File: src/rtl/bwt_pkg.sv
// rtl/bwt_pkg.sv - shared row, state and FIFO-select types for the BWT merge sorter
package bwt_pkg;

  localparam int BWT_COLUMN = 3;
  localparam int BWT_CNT_W  = 16;

  typedef logic [BWT_COLUMN-1:0][7:0] row_t;

  typedef enum logic [2:0] {
    S_IDLE,
    S_CHECK,
    S_READ,
    S_CAPTURE,
    S_WRITE,
    S_DONE
  } split_state_e;

  typedef enum logic {
    SEL_A = 1'b0,
    SEL_B = 1'b1
  } fifo_sel_e;

endpackage

File: src/rtl/bwt_run_splitter_if.sv
// rtl/bwt_run_splitter_if.sv - pass control, input FIFO read side and A/B FIFO write side of the splitter
interface bwt_run_splitter_if #(
  parameter int COLUMN = 3,
  parameter int CNT_W  = 16
);

  logic                   start;
  logic [CNT_W-1:0]       row_count;
  logic [1:0]             sort_num;
  logic [COLUMN-1:0][7:0] row_in;
  logic                   in_empty;
  logic                   rd_in;
  logic                   full_a;
  logic                   full_b;
  logic                   wr_a;
  logic                   wr_b;
  logic [COLUMN-1:0][7:0] row_out;
  logic                   busy;
  logic                   done;
  logic [CNT_W-1:0]       run_count;

  modport master (
    output start, row_count, sort_num, row_in, in_empty, full_a, full_b,
    input  rd_in, wr_a, wr_b, row_out, busy, done, run_count
  );

  modport slave (
    input  start, row_count, sort_num, row_in, in_empty, full_a, full_b,
    output rd_in, wr_a, wr_b, row_out, busy, done, run_count
  );

endinterface

File: src/rtl/bwt_key_extract.sv
// rtl/bwt_key_extract.sv - selects the sort key byte of a row; out-of-range columns yield 8'h00
module bwt_key_extract #(
  parameter int COLUMN = 3
) (
  input  logic [COLUMN-1:0][7:0] row_i,
  input  logic [1:0]             col_i,
  output logic [7:0]             key_o
);

  always_comb begin
    key_o = 8'h00;
    for (int i = 0; i < COLUMN; i++) begin
      if (int'(col_i) == i) key_o = row_i[i];
    end
  end

endmodule

File: src/rtl/bwt_run_splitter.sv
// rtl/bwt_run_splitter.sv - splits the input row stream into ascending runs, alternating FIFO A and FIFO B
// Define BWT_SPLIT_STATS_EN to build the run_count counter; otherwise run_count is tied to 0.
module bwt_run_splitter
  import bwt_pkg::*;
#(
  parameter int COLUMN = BWT_COLUMN,
  parameter int CNT_W  = BWT_CNT_W
) (
  input  logic              clk,
  input  logic              rst,
  bwt_run_splitter_if.slave bus
);

  split_state_e           state_q, state_d;
  logic [CNT_W-1:0]       row_count_q, row_count_d;
  logic [CNT_W-1:0]       rows_done_q, rows_done_d;
  logic [CNT_W-1:0]       rows_next;
  logic [1:0]             sort_num_q, sort_num_d;
  fifo_sel_e              sel_q, sel_d;
  logic                   first_q, first_d;
  logic [7:0]             prev_key_q, prev_key_d;
  logic [COLUMN-1:0][7:0] row_q, row_d;
  logic [7:0]             key;
  logic                   new_run;
  logic                   sel_full;
  logic                   wr_fire;
  logic                   pass_start;

  bwt_key_extract #(.COLUMN(COLUMN)) u_key (
    .row_i (bus.row_in),
    .col_i (sort_num_q),
    .key_o (key)
  );

  // first_q keeps a stale prev_key from the previous pass from splitting row 1
  assign new_run    = !first_q && (key < prev_key_q);
  assign sel_full   = (sel_q == SEL_A) ? bus.full_a : bus.full_b;
  assign wr_fire    = (state_q == S_WRITE) && !sel_full;
  assign rows_next  = rows_done_q + 1'b1;
  assign pass_start = (state_q == S_IDLE) && bus.start;

  always_ff @(posedge clk) begin
    if (rst) begin
      state_q     <= S_IDLE;
      row_count_q <= '0;
      rows_done_q <= '0;
      sort_num_q  <= '0;
      sel_q       <= SEL_A;
      first_q     <= 1'b1;
      prev_key_q  <= '0;
      row_q       <= '0;
    end else begin
      state_q     <= state_d;
      row_count_q <= row_count_d;
      rows_done_q <= rows_done_d;
      sort_num_q  <= sort_num_d;
      sel_q       <= sel_d;
      first_q     <= first_d;
      prev_key_q  <= prev_key_d;
      row_q       <= row_d;
    end
  end

  always_comb begin
    state_d     = state_q;
    row_count_d = row_count_q;
    rows_done_d = rows_done_q;
    sort_num_d  = sort_num_q;
    sel_d       = sel_q;
    first_d     = first_q;
    prev_key_d  = prev_key_q;
    row_d       = row_q;
    case (state_q)
      S_IDLE: begin
        if (bus.start) begin
          row_count_d = bus.row_count;
          sort_num_d  = bus.sort_num;
          rows_done_d = '0;
          sel_d       = SEL_A;
          first_d     = 1'b1;
          state_d     = S_CHECK;
        end
      end
      S_CHECK: begin
        // an empty pass exits here so done lands two cycles after start
        if (row_count_q == '0)  state_d = S_DONE;
        else if (!bus.in_empty) state_d = S_READ;
      end
      S_READ: begin
        state_d = S_CAPTURE;
      end
      S_CAPTURE: begin
        row_d      = bus.row_in;
        first_d    = 1'b0;
        prev_key_d = key;
        if (new_run) sel_d = (sel_q == SEL_A) ? SEL_B : SEL_A;
        state_d    = S_WRITE;
      end
      S_WRITE: begin
        if (wr_fire) begin
          rows_done_d = rows_next;
          state_d     = (rows_next == row_count_q) ? S_DONE : S_CHECK;
        end
      end
      S_DONE: begin
        state_d = S_IDLE;
      end
      default: begin
        state_d = S_IDLE;
      end
    endcase
  end

`ifdef BWT_SPLIT_STATS_EN
  logic [CNT_W-1:0] run_count_q, run_count_d;

  always_ff @(posedge clk) begin
    if (rst) run_count_q <= '0;
    else     run_count_q <= run_count_d;
  end

  always_comb begin
    run_count_d = run_count_q;
    if (pass_start)
      run_count_d = '0;
    else if ((state_q == S_CAPTURE) && (first_q || new_run))
      run_count_d = run_count_q + 1'b1;
  end

  assign bus.run_count = run_count_q;
`else
  logic unused_pass_start;
  assign unused_pass_start = pass_start;
  assign bus.run_count     = '0;
`endif

  assign bus.rd_in   = (state_q == S_READ);
  assign bus.wr_a    = wr_fire && (sel_q == SEL_A);
  assign bus.wr_b    = wr_fire && (sel_q == SEL_B);
  assign bus.row_out = row_q;
  assign bus.busy    = (state_q != S_IDLE);
  assign bus.done    = (state_q == S_DONE);

endmodule

File: src/flat_wrapper.sv
// flat-port wrapper written by rule: the top's interface ports become plain ports
module bwt_run_splitter_flat import bwt_pkg::*;
#(
  parameter int COLUMN = BWT_COLUMN,
  parameter int CNT_W  = BWT_CNT_W
)
  (clk, rst, bus_start, bus_row_count, bus_sort_num, bus_row_in, bus_in_empty, bus_full_a, bus_full_b, bus_rd_in, bus_wr_a, bus_wr_b, bus_row_out, bus_busy, bus_done, bus_run_count);
  bwt_run_splitter_if #(.COLUMN(COLUMN), .CNT_W(CNT_W)) bus_i ();
  input  logic clk;
  input  logic rst;
  input wire logic [$bits(bus_i.start)-1:0] bus_start;
  input wire logic [$bits(bus_i.row_count)-1:0] bus_row_count;
  input wire logic [$bits(bus_i.sort_num)-1:0] bus_sort_num;
  input wire logic [$bits(bus_i.row_in)-1:0] bus_row_in;
  input wire logic [$bits(bus_i.in_empty)-1:0] bus_in_empty;
  input wire logic [$bits(bus_i.full_a)-1:0] bus_full_a;
  input wire logic [$bits(bus_i.full_b)-1:0] bus_full_b;
  output wire logic [$bits(bus_i.rd_in)-1:0] bus_rd_in;
  output wire logic [$bits(bus_i.wr_a)-1:0] bus_wr_a;
  output wire logic [$bits(bus_i.wr_b)-1:0] bus_wr_b;
  output wire logic [$bits(bus_i.row_out)-1:0] bus_row_out;
  output wire logic [$bits(bus_i.busy)-1:0] bus_busy;
  output wire logic [$bits(bus_i.done)-1:0] bus_done;
  output wire logic [$bits(bus_i.run_count)-1:0] bus_run_count;
  assign bus_i.start = bus_start;
  assign bus_i.row_count = bus_row_count;
  assign bus_i.sort_num = bus_sort_num;
  assign bus_i.row_in = bus_row_in;
  assign bus_i.in_empty = bus_in_empty;
  assign bus_i.full_a = bus_full_a;
  assign bus_i.full_b = bus_full_b;
  assign bus_rd_in = bus_i.rd_in;
  assign bus_wr_a = bus_i.wr_a;
  assign bus_wr_b = bus_i.wr_b;
  assign bus_row_out = bus_i.row_out;
  assign bus_busy = bus_i.busy;
  assign bus_done = bus_i.done;
  assign bus_run_count = bus_i.run_count;
  bwt_run_splitter #(.COLUMN(COLUMN), .CNT_W(CNT_W)) u_core (.clk(clk), .rst(rst), .bus(bus_i));
endmodule
File: config.mk
export PLATFORM = sky130hd
export DESIGN_NAME = bwt_run_splitter_flat
export DESIGN_NICKNAME = d
export VERILOG_FILES = /design/src/rtl/bwt_pkg.sv /design/src/rtl/bwt_run_splitter_if.sv /design/src/rtl/bwt_key_extract.sv /design/src/rtl/bwt_run_splitter.sv /design/src/flat_wrapper.sv
export SDC_FILE = /design/constraint.sdc
export NUM_CORES = 1
export LEC_CHECK = 0
export CAP_MARGIN = 40
export CORE_AREA = 3 3 117 119
export CTS_BUF_LIST = sky130_fd_sc_hd__clkbuf_4 sky130_fd_sc_hd__clkbuf_8
export DETAILED_ROUTE_END_ITERATION = 8
export DIE_AREA = 0 0 120 122
export GPL_ROUTABILITY_DRIVEN = 0
export HOLD_SLACK_MARGIN = 0.02
export PLACE_DENSITY_LB_ADDON = 0.15
export SLEW_MARGIN = 20
export SYNTH_ARGS = -nofsm -noshare
export SYNTH_HDL_FRONTEND = slang
export SYNTH_SLANG_ARGS = --single-unit
File: constraint.sdc
create_clock -name clk -period 3.2 [get_ports clk]
set_input_delay 0.64 -clock clk [delete_from_list [all_inputs] [get_ports clk]]
set_output_delay 0.64 -clock clk [all_outputs]
set_load 0.05 [all_outputs]
==> impl_metrics.ini <==
[sta]
relSlewSlack_pct = 51.8
finalClockSkew_ns = 0.00763
drv_slew = 0
finalHoldViolCount = 0
finalCritPeriodShare_pct = 88.2
setup_violations = 0
fin_crit_ns = 2.82
rsz0062_at_grt = false
tightest_slew_ns = 0.722
setup_tns_ns = 0
fmax_ghz = 0.354

[cts]
path_clk_slew_ns = 0.07
cts_htree_levels = 3
clock_latency_ns = 0.36
cts_sinks = 71
cts-hold-fix-buffers = 0
cts.repair.resized = 0
cts_max_path_buffers = 2
post_cts_buffers = 0
cts_root_buf = clkbuf_8
cts_buffers = 9
cts_tree = built

[setup_path]
worstSetupEndpointType = output port
path_cells = or3b_4, nor3b_1, clkdlybuf4s50_1
cp.buffers_inverters = 1
critPathKind = reg -> out
critPathRequiredTime_ns = 2.56
critPathLaunchType = flip-flop
cp_top_family = buffers and inverters
cp_slowest_cell = clkdlybuf4s50_1
worst_ep_arrival_time_ns = 2.18
crit_path_max_incr_delay_ns = 0.83
crit_fanout = 7

[grt]
grt_pass1_vias = 3605
grt_pass1_wl_um = 18500
antenna_found_initial = 0
grt_max_degree = 38
globalRouteOverflowTotal = 0
globalRouteTotalUtil_pct = 16.0

[detailed_routing]
via_per_inst = 4.99
drc_errors = 0
wl_per_cell_um = 15.5
dr_total_vias = 3734
drtAntennaViolNets = 0
drt_iter0_drc = 214
routed_wl_um = 11600
dr.pass1.iters = 6

[yosys]
synthTopCellsByArea = dfxtp_1 36%, nand2_1 10%, a21oi_1 9.6%, buf_4 3.5%, o21ai_0 3.1%
synth_ff_type = dfxtp_1
seq_area_frac_synth_pct = 36.4
avgSynthCellArea_um2 = 7.56
syn_inst = 517
ys_async_sr_fraction_pct = 0
synth_top_area_cell = dfxtp_1
synth.top_cell.area_share_pct = 36.4
synth_edf_count = 0
synth_seq_cells = 71
synth.distinct_cells = 60
yosys_warnings = 0
synth_area_um2 = 3910

[worst_hold_path]
hp-class = reg -> reg

[power]
power_density_nw_per_um2 = 447
total_power_w = 0.00219
p_leak_nw = 1.67
vdd_drop_max_mv = 0.207

[layout]
nets = 629
antennaDiodeCount = 0
drive_gt1_share_pct = 6.41
syn_to_final_growth_pct = 25.5

[run_status]
status = finished clean

[job]
max-cap-violations = 0

[die]
die_h_um = 122
coreArea_um2 = 12700
num_io_pins = 93
num_rows = 41
dieArea_um2 = 14600
die-width_um = 120
initial_core_util_pct = 30.9

[placement]
io_buffer_count = 76
dpl.hpwl_um = 8350
[per-stage QoR]
step | instance area (µm²) | utilization, % | hold WS (ns) | cells | worst slack (ns)
3_5_place_dp | 4700 | 37.1 | 0.447 | 734 | 0.153
5_1_grt | 4910 | 38.7 | 0.475 | 749 | 0.284
2_1_floorplan | 3970 | - | 0.432 | 532 | 0.619
3_3_place_gp | 4700 | 37.1 | 0.438 | 734 | 0.195
6_report | 4910 | 38.7 | 0.458 | 749 | 0.378
4_1_cts | 4910 | 38.7 | 0.459 | 749 | 0.350
[power breakdown]
part	switching [W]	leakage [nW]	total, W	internal [W]
logic	0.000303	0.998	0.000488	0.000186
registers	0.0000373	0.575	0.000957	0.000920
clock network	0.000340	0.102	0.000746	0.000406
total	0.000680	1.67	0.00219	0.00151
[metal layers]
layer | track usage [%] | vias to the layer above | part of all wire [%]
met5 | 0 | - | 0
met1 | 20.2 | 1750 | 44
met2 | 26.8 | 99 | 49
li1 | - | 1868 | -
met4 | 6.80 | 0 | 1.8
met3 | 2.88 | 17 | 4.8
[Yosys cell counts, types with 7 or more instances]
master,n
buf_4,18
o21ai_0,24
nand3_1,8
clkbuf_1,20
buf_2,14
mux2i_1,10
ha_1,8
nand2_1,109
inv_1,13
xnor2_1,10
and2_1,7
dfxtp_1,71
nor2_1,31
a21oi_1,75
[tightest hold or removal path: stages (launching register included)]
cell and delay [ns]:
dfxtp_1 0.31, nand2_1 0.05, a21oi_1 0.05
[flip-flops by register name, indices dropped and copies added (netlist names)]
name and cells:
u_core.bus.row_out 24, u_core.row_count_q 16, u_core.rows_done_q 16, u_core.prev_key_q 8, u_core.state_q 3, u_core.sort_num_q 2
u_core.first_q 1, u_core.sel_q 1
[final cells by class]
type / count / area (µm²)
Inverter: 13 / 48.8
Fill cell: 1341 / 7760
Timing Repair Buffer: 83 / 808
Tap cell: 172 / 215
Sequential cell: 71 / 1420
Clock inverter: 3 / 42.5
Multi-Input combinational cell: 395 / 2210
Clock buffer: 12 / 159
[placed cells by master, fill, tap and decap left out, types with 2 or more instances in the layout]
master	n
or2_2	3
nor2b_1	5
xnor2_1	10
nand2b_1	3
o31ai_1	2
or3_1	6
nand3_2	2
o32a_1	2
and2_1	7
nand3b_1	3
and3b_1	2
dfxtp_1	71
a211oi_1	4
nor3_1	4
conb_1	16
nand4_1	6
and3_1	2
a31oi_1	4
nand4b_1	2
nand2_1	109
nor2_1	31
a311oi_1	3
buf_4	7
nor3b_1	2
a32oi_1	3
o211ai_1	2
nor4_1	5
clkbuf_8	11
xor2_1	6
clkdlybuf4s50_1	75
o21ai_0	24
inv_1	13
or4_1	4
nand3_1	8
ha_1	8
a21oi_1	75
mux2i_1	10
[kinds of logic (layout without fill, tap and decap cells)]
group,after synthesis,after routing,synth area share [%]
AND/OR/NAND/NOR,212,212,26.2
AO/OA/AOI/OAI,132,132,19.6
flip-flops,71,71,36.4
buffers and inverters,66,111,8.54
XOR/XNOR,17,17,4.00
multiplexers,10,10,2.56
adder cells (fa/ha/maj),8,8,2.56
other,1,16,0.0959
[final timing paths]
path | start | to | slack, ns | cells past startpoint
hold / removal | u_core.bus.row_out[19] | u_core.bus.row_out[19] | 0.46 | 2
setup reg to reg | u_core.sort_num_q[1] | u_core.sel_q | 0.69 | 9
hold reg to reg | u_core.bus.row_out[19] | u_core.bus.row_out[19] | 0.46 | 2
setup / recovery | u_core.state_q[1] | bus_wr_b | 0.38 | 3
No activity file was read; power rests on OpenSTA's default activity.
